$ cat src/rtl/srt_div_ctrl.sv
// Sequencing FSM for the radix-2 SRT binary32 divider: latches operands, then runs normalize, ITERS digit steps, fix-up, result.
// Latency: out_valid ITERS+3 cycles after accept (2 for zero/div-by-zero); holds result until out_ready, flush aborts from any busy state.
module srt_div_ctrl #(
   parameter int ITERS = 26
) (
   input  logic        clk,
   input  logic        rst_n,
   input  logic        in_valid,
   output logic        in_ready,
   input  logic [31:0] dividend,
   input  logic [31:0] divisor,
   output logic [31:0] opa_q,
   output logic [31:0] opb_q,
   input  logic        flush,
   output logic        norm_load,
   output logic        iter_en,
   output logic        iter_first,
   output logic [5:0]  iter_idx,
   input  logic        rem_neg,
   output logic        corr_en,
   output logic        out_valid,
   input  logic        out_ready,
   output logic        res_div_zero,
   output logic        res_zero,
   output logic        busy
);

   typedef enum logic [2:0] {
      S_IDLE,
      S_NORM,
      S_ITER,
      S_FIX,
      S_DONE
   } state_t;

   localparam logic [5:0] LAST_IDX = 6'(ITERS - 1);

   state_t     state;
   logic [5:0] cnt;
   logic       opa_zero;
   logic       opb_zero;

   // Sign bit is ignored: both +0 and -0 count as zero.
   assign opa_zero = (opa_q[30:0] == 31'd0);
   assign opb_zero = (opb_q[30:0] == 31'd0);

   // The correction decision depends on the remainder sign seen in FIX itself.
   assign corr_en = (state == S_FIX) && rem_neg;

   always_ff @(posedge clk or negedge rst_n) begin
      if (!rst_n) begin
         state        <= S_IDLE;
         cnt          <= '0;
         opa_q        <= '0;
         opb_q        <= '0;
         in_ready     <= 1'b1;
         busy         <= 1'b0;
         norm_load    <= 1'b0;
         iter_en      <= 1'b0;
         iter_first   <= 1'b0;
         iter_idx     <= '0;
         out_valid    <= 1'b0;
         res_zero     <= 1'b0;
         res_div_zero <= 1'b0;
      end else begin
         norm_load  <= 1'b0;
         iter_en    <= 1'b0;
         iter_first <= 1'b0;
         iter_idx   <= '0;

         if (flush && (state != S_IDLE)) begin
            state        <= S_IDLE;
            cnt          <= '0;
            in_ready     <= 1'b1;
            busy         <= 1'b0;
            out_valid    <= 1'b0;
            res_zero     <= 1'b0;
            res_div_zero <= 1'b0;
         end else begin
            case (state)
               S_IDLE: begin
                  if (in_valid && !flush) begin
                     opa_q     <= dividend;
                     opb_q     <= divisor;
                     state     <= S_NORM;
                     norm_load <= 1'b1;
                     in_ready  <= 1'b0;
                     busy      <= 1'b1;
                  end
               end
               S_NORM: begin
                  if (opa_zero) begin
                     state     <= S_DONE;
                     out_valid <= 1'b1;
                     res_zero  <= 1'b1;
                  end else if (opb_zero) begin
                     state        <= S_DONE;
                     out_valid    <= 1'b1;
                     res_div_zero <= 1'b1;
                  end else begin
                     state      <= S_ITER;
                     cnt        <= '0;
                     iter_en    <= 1'b1;
                     iter_first <= 1'b1;
                     iter_idx   <= '0;
                  end
               end
               S_ITER: begin
                  if (cnt == LAST_IDX) begin
                     state <= S_FIX;
                     cnt   <= '0;
                  end else begin
                     cnt      <= cnt + 6'd1;
                     iter_en  <= 1'b1;
                     iter_idx <= cnt + 6'd1;
                  end
               end
               S_FIX: begin
                  state     <= S_DONE;
                  out_valid <= 1'b1;
               end
               S_DONE: begin
                  if (out_ready) begin
                     state        <= S_IDLE;
                     in_ready     <= 1'b1;
                     busy         <= 1'b0;
                     out_valid    <= 1'b0;
                     res_zero     <= 1'b0;
                     res_div_zero <= 1'b0;
                  end
               end
               default: begin
                  state    <= S_IDLE;
                  cnt      <= '0;
                  in_ready <= 1'b1;
                  busy     <= 1'b0;
               end
            endcase
         end
      end
   end

`ifndef SYNTHESIS
   a_onehot_activity : assert property (@(posedge clk) disable iff (!rst_n)
      $onehot0({norm_load, iter_en, (state == S_FIX), out_valid}));
   a_first_with_en : assert property (@(posedge clk) disable iff (!rst_n)
      iter_first |-> iter_en);
   a_idx_idle_zero : assert property (@(posedge clk) disable iff (!rst_n)
      !iter_en |-> (iter_idx == 6'd0));
   a_no_accept_busy : assert property (@(posedge clk) disable iff (!rst_n)
      in_ready == !busy);
   a_result_held : assert property (@(posedge clk) disable iff (!rst_n)
      (out_valid && !out_ready && !flush) |=> (out_valid && $stable(res_zero) && $stable(res_div_zero)));
`endif

endmodule

$ cat config.mk
export PLATFORM = sky130hd
export DESIGN_NAME = srt_div_ctrl
export DESIGN_NICKNAME = d
export VERILOG_FILES = /design/src/rtl/srt_div_ctrl.sv
export SDC_FILE = /design/constraint.sdc
export NUM_CORES = 1
export LEC_CHECK = 0
export ABC_AREA = 1
export ABC_CLOCK_PERIOD_IN_PS = 1900
export CORE_MARGIN = 2
export CORE_UTILIZATION = 42
export CTS_CLUSTER_SIZE = 12
export DETAILED_ROUTE_END_ITERATION = 12
export PLACE_DENSITY = 0.84
export SLEW_MARGIN = 20
export SYNTH_ARGS = -nofsm -noshare
export SYNTH_HDL_FRONTEND = slang
export SYNTH_SLANG_ARGS = --single-unit
$ cat constraint.sdc
create_clock -name clk -period 1.9 [get_ports clk]
set_input_delay 0.19 -clock clk [delete_from_list [all_inputs] [get_ports clk]]
set_output_delay 0.19 -clock clk [all_outputs]
set_load 0.1 [all_outputs]
# After elaboration in Yosys (flattened, before gate mapping)
# Index checks and enable logic that the tools add are counted.
# classes
addsub,1
eq_ne,15
mux,42
bitwise_logic,1
n_reduce_logical,19
# op_table
operator,n
$logic_not A31 Y1,2
$mux W6,6
$mux W1,22
$ne A3 B3 Y1 const B,7
$mux W3,6
$pmux W6 S3,1
$reduce_and A3 Y1,6
$pmux W3 S5,1
$pmux W1 S3,3
$add A6 B1 Y6 const B,1
$eq A3 B2 Y1 const B,2
$eq A6 B5 Y1 const B,1
$pmux W1 S2,3
$reduce_bool A3 Y1,2
$reduce_or A3 Y1,2
$ne A2 B1 Y1 const B,2
$ne A4 B4 Y1 const B,1
$reduce_and A4 Y1,1
$reduce_bool A4 Y1,1
$eq A3 B1 Y1 const B,1
$eq A3 B3 Y1 const B,1
$logic_and A1 B1 Y1,3
$logic_not A3 Y1,1
$logic_not A1 Y1,1
$not A1 Y1,1
# totals
register_bits,87
out_inout_bits,79

# Depth between registers and ports, before layout
# Gate-level depths: netlist of run 1.
# depth
word_depth,5
mapped_depth,11
mapped_depth_nobuf,11

# Least setup slack after synthesis of run 1
# Ideal clock, no wire load.
# synth_path
kind,register to output
start,register state[2]
end,output port corr_en
t_arrival_ns,2.793
required_ns,1.710
slack_ns,-1.083
stages_incl_launch_ff,4
n_path_buf,0
path_cell_list,dfrtp_1 inv_1 nand2_1 nor3b_1
# synth_via
elab_chain_cells,2
# synth_lines
item,line,text
start: declaration,38,state_t state;
start signal: assignment,52,state <= S_IDLE;
start signal: assignment,72,state <= S_IDLE;
start signal: assignment,85,state <= S_NORM;
$eq A3 B2 Y1,48,assign corr_en = (state == S_FIX) && rem_neg;
$logic_and A1 B1 Y1,48,
end: declaration,20,"output logic corr_en,"
# Every way passes these cells.

# Worst setup path after layout of run 1
# layout_path
start,register cnt[2]
end,register cnt[2]
# layout_via
elab_chain_cells,4
elab_cells_between_ends,5
# layout_lines
item,line,text
start: declaration,39,logic [5:0] cnt;
start signal: assignment,113,cnt <= cnt + 6'd1;
$add A6 B1 Y6 or $eq A6 B5 Y1 (tied branches),"113, 109",
$mux W6 (*),109,if (cnt == LAST_IDX) begin
$pmux W6 S3 (*),80,case (state)
$mux W6 (*),71,if (flush && (state != S_IDLE)) begin
# Mark *: on every way between the ends. The rest lies on a longest branch, timed or not.
# A chain may end at the register's enable or synchronous reset.

==> results of run 1 <==
[final cells by class]
class                      instances  area, µm²  area share, %
clock inverter                     5       57.6           1.06
timing repair buffer             158       1410           26.1
tap                              108        135           2.50
multi-input combinational        291       1260           23.3
inverter                          60        225           4.17
clock buffer                      11        141           2.62
sequential                        87       2180           40.3
[final timing paths]
check,start,end,slack [ps]
max,cnt[2]$_DFFE_PN0P_,cnt[2]$_DFFE_PN0P_,200
min,rst_n,iter_en$_DFF_PN0_,240
max reg2reg,cnt[2]$_DFFE_PN0P_,cnt[2]$_DFFE_PN0P_,200
min reg2reg,opb_q[31]$_DFFE_PN0P_,opb_q[31]$_DFFE_PN0P_,480
max in group asynchronous,rst_n,opb_q[7]$_DFFE_PN0P_,990
min in group clk,divisor[13],opb_q[13]$_DFFE_PN0P_,380
[per-stage QoR]
stage          instance area [µm²]  util, %
2_1_floorplan                 3770        -
3_3_place_gp                  5200     59.9
3_5_place_dp                  5200     59.9
4_1_cts                       5410     62.3
5_1_grt                       5410     62.3
6_report                      5410     62.3
[Yosys cell counts]
cell type	n	area, µm²
sky130_fd_sc_hd__or2_2	1	6.26
sky130_fd_sc_hd__inv_1	59	221
sky130_fd_sc_hd__a21oi_1	3	15.0
sky130_fd_sc_hd__o21ai_0	27	135
sky130_fd_sc_hd__buf_6	7	78.8
sky130_fd_sc_hd__and2_0	2	12.5
sky130_fd_sc_hd__a21boi_0	1	7.51
sky130_fd_sc_hd__o21ai_1	14	70.1
sky130_fd_sc_hd__nor2_4	2	22.5
sky130_fd_sc_hd__xor2_1	1	8.76
sky130_fd_sc_hd__and2_1	1	6.26
sky130_fd_sc_hd__nand4_1	2	12.5
sky130_fd_sc_hd__buf_2	4	20.0
sky130_fd_sc_hd__ha_1	2	25.0
sky130_fd_sc_hd__nand2_2	1	6.26
sky130_fd_sc_hd__dfstp_2	1	26.3
sky130_fd_sc_hd__nor3b_1	1	7.51
sky130_fd_sc_hd__nand2_1	180	676
sky130_fd_sc_hd__nand3_1	13	65.1
sky130_fd_sc_hd__dfrtp_1	86	2150
sky130_fd_sc_hd__o211ai_1	1	7.51
sky130_fd_sc_hd__nor2_1	34	128
sky130_fd_sc_hd__nor3_1	3	15.0
sky130_fd_sc_hd__xnor2_1	1	8.76
sky130_fd_sc_hd__inv_2	1	3.75
sky130_fd_sc_hd__o31ai_2	1	12.5
sky130_fd_sc_hd__clkbuf_1	2	7.51
[cells in the final DEF, fill, tap and decap left out]
| cell | count |
|---|---|
| sky130_fd_sc_hd__a21boi_0 | 1 |
| sky130_fd_sc_hd__a21oi_1 | 3 |
| sky130_fd_sc_hd__and2_0 | 2 |
| sky130_fd_sc_hd__and2_1 | 1 |
| sky130_fd_sc_hd__buf_12 | 4 |
| sky130_fd_sc_hd__buf_4 | 85 |
| sky130_fd_sc_hd__bufinv_16 | 1 |
| sky130_fd_sc_hd__clkbuf_1 | 1 |
| sky130_fd_sc_hd__clkbuf_8 | 10 |
| sky130_fd_sc_hd__clkdlybuf4s50_1 | 68 |
| sky130_fd_sc_hd__clkinv_2 | 1 |
| sky130_fd_sc_hd__clkinvlp_4 | 3 |
| sky130_fd_sc_hd__dfrtp_1 | 86 |
| sky130_fd_sc_hd__dfstp_2 | 1 |
| sky130_fd_sc_hd__dlygate4sd3_1 | 1 |
| sky130_fd_sc_hd__ha_1 | 2 |
| sky130_fd_sc_hd__inv_1 | 59 |
| sky130_fd_sc_hd__inv_2 | 1 |
| sky130_fd_sc_hd__nand2_1 | 180 |
| sky130_fd_sc_hd__nand2_2 | 1 |
| sky130_fd_sc_hd__nand3_1 | 13 |
| sky130_fd_sc_hd__nand4_1 | 2 |
| sky130_fd_sc_hd__nor2_1 | 34 |
| sky130_fd_sc_hd__nor2_4 | 2 |
| sky130_fd_sc_hd__nor3_1 | 3 |
| sky130_fd_sc_hd__nor3b_4 | 1 |
| sky130_fd_sc_hd__o211ai_1 | 1 |
| sky130_fd_sc_hd__o21ai_0 | 27 |
| sky130_fd_sc_hd__o21ai_1 | 14 |
| sky130_fd_sc_hd__o31ai_2 | 1 |
| sky130_fd_sc_hd__or2_2 | 1 |
| sky130_fd_sc_hd__xnor2_1 | 1 |
| sky130_fd_sc_hd__xor2_1 | 1 |
[worst register-to-register path, cell delays in order, from the launching register on]
cell                       delay (ps)
sky130_fd_sc_hd__dfrtp_1          440
sky130_fd_sc_hd__or2_2            310
sky130_fd_sc_hd__o211ai_1         470
sky130_fd_sc_hd__inv_1            160
sky130_fd_sc_hd__nand2_1          150
sky130_fd_sc_hd__nand2_1           70
[cell families after synthesis]
kind of cell	after synthesis	synth area share [%]
simple gates	240	25.5
compound gates	47	6.59
xor+xnor	2	0.466
flops	87	58.0
fa+ha+maj	2	0.666
buf+inv	73	8.82
[flip-flops by register name, indices dropped and copies added, names as in the netlist, 3 cells and up]
signal / cells
state: 3
iter_idx: 6
opa_q: 32
opb_q: 32
cnt: 6
[routing by layer]
metal | global-route usage, % | wire length [µm]
met1 | 23.5 | 3950
met2 | 32.7 | 4620
met3 | 3.97 | 527
met4 | 7.59 | 193
met5 | 0 | 0
==> impl_metrics.sql, run 1 <==
INSERT INTO impl_metrics (metric_group, metric, value, unit) VALUES
('timing', 'total_negative_slack_for_setup_checks', '0', 'ps'),
('timing', 'finalCritPeriodShare', '89.6', '%'),
('critical_path', 'critical-path-slowest-cell', 'sky130_fd_sc_hd__o211ai_1', ''),
('placed_design', 'dp_cells', '703', ''),
('finish', 'antennaDiodeCount', '0', ''),
('detailed_routing', 'post_drt_via_cell_ratio', '4.74', ''),
('finish', 'final-instance-count-excl-fill', '720', ''),
('timing', 'fin_hold_ws', '239', 'ps'),
('finish', 'layout-drive-gt1-share', '18.3', '%'),
('run_status', 'status', 'complete, no violations', ''),
('timing', 'slew_headroom', '62.5', '%'),
('critical_path', 'critical_path_class', 'flop to flop', ''),
('global_route', 'overflow', '0', ''),
('yosys', 'yosysWarningCount', '0', ''),
('detailed_routing', 'drt-pass1-iter-count', '5', ''),
('die', 'die-area', '9720', 'µm²'),
('timing', 'final_max_slew_viol_count', '0', ''),
('clock_network', 'path_clk_slew', '90', 'ps'),
('yosys', 'postSynthCellCount', '451', ''),
('job', 'timing.max_cap.violations', '0', ''),
('timing', 'final_period_minus_worst_setup_slack', '1700', 'ps'),
('yosys', 'syn_area', '3760', 'µm²'),
('clock_network', 'number_of_gates_given_a_new_drive_strength_after_cts', '0', ''),
('global_route', 'grt_pass1_vias', '3251', ''),
('yosys', 'ys_seq_elements', '87', ''),
('clock_network', 'cts_hold_buffers', '1', ''),
('min_path', 'min-delay-path-class', 'primary input to async pin', ''),
('critical_path', 'end_kind', 'flop', ''),
('clock_network', 'cts.repair_timing.setup_buffer_count', '0', ''),
('timing', 'grt_setup_unrepaired', 'false', ''),
('timing', 'timing.clock.skew', '9.28', 'ps'),
('critical_path', 'cells_along_the_critical_path', 'or2_2 > o211ai_1 > inv_1 > nand2_1 > nand2_1', ''),
('die', 'initial_utilization', '43.3', '%'),
('die', 'top_level_ports', '149', ''),
('placed_design', 'detailedPlace.worstSlack', '22.2', 'ps'),
('clock_network', 'ctsHtreeMaxLevel', '3', ''),
('clock_network', 'cts.sinks', '87', ''),
('clock_network', 'cts_inserted_buffers', '9', ''),
('finish', 'area_growth', '43.9', '%'),
('placed_design', 'portBuffers', '148', ''),
('detailed_routing', 'postRouteWirelength', '9290', 'µm'),
('critical_path', 'critical_path.n_buffers_inverters', '1', ''),
('yosys', 'synth_area_per_cell', '8.33', 'µm²'),
('critical_path', 'cp_num_cells', '5', ''),
('timing', 'worst_slack', '198', 'ps'),
('yosys', 'yosysUniqueCellTypes', '27', ''),
('timing', 'setup_violations', '0', ''),
('finish', 'design.final.nets', '679', ''),
('die', 'floorplan.die.height', '98.6', 'µm'),
('critical_path', 'worst_r2r_path_depth', '5', ''),
('critical_path', 'worst-endpoint-arrival', '1930', 'ps'),
('critical_path', 'cp_data_required_time', '2130', 'ps'),
('critical_path', 'crit_path_start_kind', 'flop', ''),
('timing', 'tightestPinTransition', '561', 'ps'),
('global_route', 'antenna_violations_before_repair', '0', ''),
('die', 'die_w', '98.6', 'µm'),
('yosys', 'postSynthNetCount', '523', ''),
('detailed_routing', 'antenna_violating_nets_post_route', '0', ''),
('critical_path', 'cpLargestDelayFamily', 'simple AND/OR/NAND/NOR gates', ''),
('clock_network', 'ctsLongestPathBuffers', '2', ''),
('detailed_routing', 'dr.first_iter.drc_count', '83', ''),
('placed_design', 'sum_of_net_half_perimeters_after_detailed_placement', '7240', 'µm'),
('detailed_routing', 'avgRoutedWirePerCell', '12.9', 'µm'),
('detailed_routing', 'via_count', '3412', ''),
('global_route', 'grt_max_degree', '77', ''),
('placed_design', 'place_congestion', '0.854', ''),
('die', 'fp.coreArea', '8680', 'µm²'),
('global_route', 'groute.usage.overall', '19.0', '%'),
('critical_path', 'worst_path_largest_cell_delay', '470', 'ps'),
('clock_network', 'root_buffer', 'sky130_fd_sc_hd__clkbuf_8', ''),
('die', 'std_cell_rows', '34', ''),
('finish', 'fill_cells', '746', ''),
('timing', 'clock.fmax', '588', 'MHz'),
('global_route', 'grt_first_pass_wirelength', '14900', 'µm'),
('yosys', 'ys_seq_area_share', '58.0', '%'),
('timing', 'timing.final.hold_violations', '0', ''),
('critical_path', 'critPathMostFrequentCell', 'sky130_fd_sc_hd__nand2_1', ''),
('clock_network', 'insertion_delay', '340', 'ps'),
('clock_network', 'clock_tree_from_tritoncts', 'yes', ''),
('critical_path', 'crit_fanout', '6', ''),
('detailed_routing', 'post-route-drc-count', '0', '');
Power of run 1 is not shown: default switching activity piles up to over one toggle a cycle in this logic, so the estimate is an artifact.
==> run 2: changes to the inputs <==
Settings changed: ABC_CLOCK_PERIOD_IN_PS 1900 to 2000.
Clock period 1.9 ns to 2 ns, I/O delays scaled along.
==> run 2 against run 1 <==
Compared with the run above:
- die area unchanged
- critical path type unchanged
- clock skew increased by 6.5 ps
- highest routed layer unchanged
- first-iteration DRC count decreased by 2.4%
- cell count decreased by 0.14%
- hold slack improved by 13 ps
- register-to-register slack improved by 90 ps
- fmax decreased by 0.39%
- via count decreased by 1.9%
- core utilization increased by 0.36 points
- routed wire length increased by 1.4%
==> impl_metrics.sql, run 2 (same netlist as run 1, synthesis figures left out) <==
INSERT INTO impl_metrics (metric_group, metric, value, unit) VALUES
('clock_network', 'path_clk_slew', '80', 'ps'),
('job', 'timing.max_cap.violations', '0', ''),
('critical_path', 'worst-endpoint-arrival', '1990', 'ps'),
('die', 'floorplan.die.height', '98.6', 'µm'),
('global_route', 'grt_first_pass_wirelength', '15400', 'µm'),
('die', 'initial_utilization', '43.3', '%'),
('clock_network', 'insertion_delay', '350', 'ps'),
('finish', 'most_frequent_standard_cell_in_the_layout_excluding_fill_and_tap_cells', 'sky130_fd_sc_hd__nand2_1', ''),
('timing', 'timing.final.hold_violations', '0', ''),
('critical_path', 'critical_path_class', 'flop to flop', ''),
('critical_path', 'critical-path-slowest-cell', 'sky130_fd_sc_hd__dfrtp_1', ''),
('finish', 'design.final.nets', '678', ''),
('timing', 'timing.clock.skew', '15.7', 'ps'),
('die', 'fp.coreArea', '8680', 'µm²'),
('detailed_routing', 'post-route-drc-count', '0', ''),
('detailed_routing', 'post_drt_via_cell_ratio', '4.65', ''),
('finish', 'layout-drive-gt1-share', '18.2', '%'),
('timing', 'total_negative_slack_for_setup_checks', '0', 'ps'),
('timing', 'final_period_minus_worst_setup_slack', '1710', 'ps'),
('global_route', 'grt_most_used_layer', 'met2', ''),
('critical_path', 'rr_endpoint', 'opb_q[10]$_DFFE_PN0P_', ''),
('detailed_routing', 'via_count', '3346', ''),
('critical_path', 'end_kind', 'flop', ''),
('global_route', 'overflow', '0', ''),
('timing', 'clock.fmax', '585', 'MHz'),
('finish', 'area_growth', '44.7', '%'),
('detailed_routing', 'avgRoutedWirePerCell', '13.1', 'µm'),
('placed_design', 'detailedPlace.worstSlack', '147', 'ps'),
('detailed_routing', 'antenna_violating_nets_post_route', '0', ''),
('finish', 'antennaDiodeCount', '0', ''),
('global_route', 'grt.met3_usage', '5.04', '%'),
('clock_network', 'cts_inserted_buffers', '9', ''),
('critical_path', 'crit_path_start_kind', 'flop', ''),
('clock_network', 'ctsHtreeMaxLevel', '3', ''),
('die', 'die_w', '98.6', 'µm'),
('timing', 'slew_headroom', '62.4', '%'),
('clock_network', 'cts.repair_timing.setup_buffer_count', '0', ''),
('global_route', 'antenna_violations_before_repair', '0', ''),
('run_status', 'status', 'complete, no violations', ''),
('global_route', 'met2_usage', '32.9', '%'),
('clock_network', 'cts.sinks', '87', ''),
('die', 'top_level_ports', '149', ''),
('die', 'die-area', '9720', 'µm²'),
('global_route', 'grt_max_degree', '77', ''),
('placed_design', 'sum_of_net_half_perimeters_after_detailed_placement', '7210', 'µm'),
('placed_design', 'portBuffers', '148', ''),
('detailed_routing', 'drt-pass1-iter-count', '4', ''),
('detailed_routing', 'postRouteWirelength', '9420', 'µm'),
('timing', 'finalCritPeriodShare', '85.4', '%'),
('critical_path', 'worst_r2r_path_depth', '10', ''),
('critical_path', 'cells_along_the_critical_path', 'nor2_4 > nand2_2 > o21ai_1 > inv_1 > o31ai_2 > nor2_4 > inv_2 > buf_12 > nand2_1 > nand2_1', ''),
('critical_path', 'worst_path_largest_cell_delay', '440', 'ps'),
('global_route', 'grt.met1_usage', '25.0', '%'),
('global_route', 'groute.usage.overall', '19.7', '%'),
('timing', 'final_max_slew_viol_count', '0', ''),
('clock_network', 'root_buffer', 'sky130_fd_sc_hd__clkbuf_8', ''),
('clock_network', 'clock_tree_from_tritoncts', 'yes', ''),
('timing', 'setup_violations', '0', ''),
('clock_network', 'ctsLongestPathBuffers', '2', ''),
('critical_path', 'ff2ff_setup_slack', '290', 'ps'),
('die', 'std_cell_rows', '34', ''),
('detailed_routing', 'dr.first_iter.drc_count', '81', ''),
('finish', 'reg.largest.list', 'opa_q: 32 flops, opb_q: 32 flops', ''),
('critical_path', 'regToRegStartpoint', 'state[0]$_DFFE_PN0P_', ''),
('timing', 'grt_setup_unrepaired', 'false', ''),
('critical_path', 'cp_data_required_time', '2280', 'ps'),
('min_path', 'min-delay-path-class', 'primary input to async pin', ''),
('global_route', 'grt_pass1_vias', '3282', ''),
('critical_path', 'crit_fanout', '19', ''),
('timing', 'tightestPinTransition', '561', 'ps'),
('finish', 'most-common-layout-cells', 'sky130_fd_sc_hd__nand2_1, sky130_fd_sc_hd__dfrtp_1, sky130_fd_sc_hd__buf_4', ''),
('placed_design', 'place_congestion', '0.857', ''),
('timing', 'worst_slack', '291', 'ps');
run 2: cell count changes in the layout (fill, tap and decap cells not counted):
cell / before / now
sky130_fd_sc_hd__clkbuf_8: 10 / 9
sky130_fd_sc_hd__bufinv_16: 1 / 3
sky130_fd_sc_hd__clkinvlp_4: 3 / 2
sky130_fd_sc_hd__buf_4: 85 / 84
run 2: metal layers:
metal,up-vias,routed length [µm]
met3,14,646
met2,111,4630
met4,0,182
met5,-,0
li1,1681,-
met1,1540,3960
run 2: stage by stage:
stage | utilization [%] | hold slack (ps) | instance area, µm² | instances
3_5_place_dp | 59.8 | 73.7 | 5190 | 702
6_report | 62.6 | 251 | 5440 | 719
5_1_grt | 62.6 | 272 | 5440 | 719
4_1_cts | 62.6 | 239 | 5440 | 719
2_1_floorplan | - | -95.6 | 3770 | 451
3_3_place_gp | 59.8 | 68.1 | 5190 | 702
run 2: critical path: cells and delay by family (launching register included):
| family | cells | cell delay [ps] |
|---|---|---|
| AND/OR/NAND/NOR | 5 | 520 |
| AO/OA/AOI/OAI | 2 | 220 |
| buffers and inverters | 3 | 450 |
| flip-flops | 1 | 440 |
run 2: area by class of cell:
type | instances | area, µm²
fillers | 758 | 3240
flip-flops and latches | 87 | 2180
repair buffers | 157 | 1400
multi-input cells | 291 | 1260
inverters | 60 | 225
well taps | 108 | 135
clock buffers | 10 | 128
clock inverters | 6 | 110
run 2: timing repair:
| item | 4_1_cts | 5_1_grt |
|---|---|---|
| gates resized for setup | 0 | 0 |
| hold buffers | 1 | 0 |
| hold endpoints to repair | 54 | 0 |
run 2: how the worst max path moves through the flow:
stage,startpoint,to,slack [ps]
after floorplan,opa_q[28]$_DFFE_PN0P_,cnt[5]$_DFFE_PN0P_,180
after CTS,state[0]$_DFFE_PN0P_,opb_q[10]$_DFFE_PN0P_,290
after detailed placement,flush,opa_q[16]$_DFFE_PN0P_,150
final,state[0]$_DFFE_PN0P_,opb_q[10]$_DFFE_PN0P_,290
after global placement,flush,opa_q[16]$_DFFE_PN0P_,180
after global routing,state[2]$_DFFE_PN0P_,cnt[1]$_DFFE_PN0P_,110
Power of run 2 is left out for the same reason.
==> run 3: changes to the inputs <==
Settings changed: CORE_MARGIN 2 to 3.
==> run 3 against run 2 <==
Compared with the run above:
- flip-flop and latch count unchanged
- critical path depth down 1
- via count down 0.30%
- clock skew down 4.5 ps
- core utilization up 1.0 points
- worst setup slack worse by 29 ps
- global-route usage down 0.78 points
- final area down 0.85%
- clock-buffer cell count up 2
- fmax down 1.7%
- cell count down 0.83%
- largest cell class unchanged
==> impl_metrics.sql, run 3 (same netlist as run 1, synthesis figures left out) <==
INSERT INTO impl_metrics (metric_group, metric, value, unit) VALUES
('run_status', 'status', 'complete, no violations', ''),
('finish', 'most_frequent_standard_cell_in_the_layout_excluding_fill_and_tap_cells', 'sky130_fd_sc_hd__nand2_1', ''),
('clock_network', 'cts.sinks', '87', ''),
('global_route', 'overflow', '0', ''),
('timing', 'slew_headroom', '61.3', '%'),
('placed_design', 'sum_of_net_half_perimeters_after_detailed_placement', '7110', 'µm'),
('detailed_routing', 'postRouteWirelength', '9330', 'µm'),
('clock_network', 'root_buffer', 'sky130_fd_sc_hd__clkbuf_8', ''),
('detailed_routing', 'post-route-drc-count', '0', ''),
('placed_design', 'portBuffers', '148', ''),
('min_path', 'min-delay-path-class', 'primary input to async pin', ''),
('detailed_routing', 'drt-pass1-iter-count', '4', ''),
('global_route', 'antenna_violations_before_repair', '0', ''),
('detailed_routing', 'via_count', '3336', ''),
('timing', 'total_negative_slack_for_setup_checks', '0', 'ps'),
('finish', 'design.final.nets', '675', ''),
('clock_network', 'path_clk_slew', '80', 'ps'),
('global_route', 'grt_pass1_vias', '3373', ''),
('timing', 'setup_violations', '0', ''),
('clock_network', 'insertion_delay', '340', 'ps'),
('global_route', 'grt_most_used_layer', 'met2', ''),
('critical_path', 'critical_path.n_buffers_inverters', '2', ''),
('clock_network', 'ctsLongestPathBuffers', '2', ''),
('critical_path', 'worst-endpoint-arrival', '2010', 'ps'),
('finish', 'layout-drive-gt1-share', '17.4', '%'),
('critical_path', 'worst_path_largest_cell_delay', '440', 'ps'),
('critical_path', 'cells_along_the_critical_path', 'nor2_4 > nand2_2 > o21ai_1 > inv_1 > o31ai_2 > nor2_4 > inv_2 > nand2_1 > nand2_1', ''),
('critical_path', 'worst_r2r_path_depth', '9', ''),
('critical_path', 'end_kind', 'flop', ''),
('critical_path', 'cp_data_required_time', '2270', 'ps'),
('critical_path', 'crit_fanout', '27', ''),
('finish', 'fill_cells', '713', ''),
('finish', 'area_growth', '43.5', '%'),
('global_route', 'grt.met3_usage', '3.39', '%'),
('die', 'die-area', '10100', 'µm²'),
('timing', 'final_period_minus_worst_setup_slack', '1740', 'ps'),
('detailed_routing', 'antenna_violating_nets_post_route', '0', ''),
('placed_design', 'place_congestion', '0.907', ''),
('job', 'timing.max_cap.violations', '0', ''),
('timing', 'timing.final.hold_violations', '0', ''),
('global_route', 'grt_first_pass_wirelength', '15400', 'µm'),
('finish', 'reg.largest.list', 'opa_q: 32 flops, opb_q: 32 flops', ''),
('timing', 'final_max_slew_viol_count', '0', ''),
('timing', 'clock.fmax', '575', 'MHz'),
('global_route', 'met2_usage', '31.6', '%'),
('global_route', 'grt_max_degree', '75', ''),
('detailed_routing', 'dr.first_iter.drc_count', '173', ''),
('die', 'fp.coreArea', '8460', 'µm²'),
('critical_path', 'cp_num_cells', '9', ''),
('critical_path', 'cpLargestDelayFamily', 'simple AND/OR/NAND/NOR gates', ''),
('finish', 'antennaDiodeCount', '0', ''),
('timing', 'grt_setup_unrepaired', 'false', ''),
('global_route', 'grt.met1_usage', '24.7', '%'),
('detailed_routing', 'post_drt_via_cell_ratio', '4.68', ''),
('timing', 'timing.clock.skew', '11.3', 'ps'),
('clock_network', 'number_of_gates_given_a_new_drive_strength_after_cts', '0', ''),
('critical_path', 'critical-path-slowest-cell', 'sky130_fd_sc_hd__dfrtp_1', ''),
('die', 'initial_utilization', '44.4', '%'),
('die', 'floorplan.die.height', '101', 'µm'),
('clock_network', 'clock_tree_from_tritoncts', 'yes', ''),
('die', 'top_level_ports', '149', ''),
('global_route', 'groute.usage.overall', '18.9', '%'),
('finish', 'most-common-layout-cells', 'sky130_fd_sc_hd__nand2_1, sky130_fd_sc_hd__dfrtp_1, sky130_fd_sc_hd__buf_4', ''),
('detailed_routing', 'avgRoutedWirePerCell', '13.1', 'µm'),
('die', 'std_cell_rows', '33', ''),
('die', 'die_w', '101', 'µm'),
('critical_path', 'crit_path_start_kind', 'flop', ''),
('timing', 'finalCritPeriodShare', '86.9', '%'),
('timing', 'tightestPinTransition', '578', 'ps'),
('clock_network', 'cts_inserted_buffers', '9', ''),
('critical_path', 'critical_path_class', 'flop to flop', ''),
('clock_network', 'ctsHtreeMaxLevel', '3', '');
[run 3: final cells by class]
type                            count  area, µm²  area share [%]
Sequential cell                    87       2180            40.4
Timing Repair Buffer              154       1370            25.3
Multi-Input combinational cell    291       1260            23.4
Inverter                           60        225            4.18
Clock buffer                       12        135            2.51
Tap cell                          105        131            2.44
Clock inverter                      4       95.1            1.76
[run 3: metal layers]
layer  up-vias  share of wire, %  wire length [µm]
li1       1671                 -                 -
met1      1524                44              4070
met2       121                48              4440
met3        20               6.5               611
met4         0               2.3               214
met5         -                 0                 0
[run 3: stage by stage]
stage / area, µm² / cells / setup WS, ps / util, % / hold WS, ps
detailed placement: 5150 / 696 / 46.7 / 60.8 / 215
finish: 5390 / 713 / 262 / 63.7 / 372
global placement: 5150 / 696 / 108 / 60.8 / 200
global route: 5390 / 713 / 64.2 / 63.7 / 390
floorplan: 3770 / 451 / 175 / - / -95.6
CTS: 5390 / 713 / 253 / 63.7 / 377
[run 3: timing repair]
item / in CTS / in global routing
endpoints found under the hold margin: 38 / 0
hold buffers: 1 / 0
buffers inserted: 0 / 0
[run 3: final timing paths]
kind	from	end	slack (ps)
hold reg to reg	in_ready$_DFFE_PN1P_	in_ready$_DFFE_PN1P_	470
max in group asynchronous	rst_n	opa_q[3]$_DFFE_PN0P_	970
min in group clk	dividend[31]	opa_q[31]$_DFFE_PN0P_	390
setup / recovery	state[0]$_DFFE_PN0P_	opb_q[6]$_DFFE_PN0P_	260
hold / removal	rst_n	iter_en$_DFF_PN0_	370
setup reg to reg	state[0]$_DFFE_PN0P_	opb_q[6]$_DFFE_PN0P_	260
Power of run 3 is left out for the same reason.
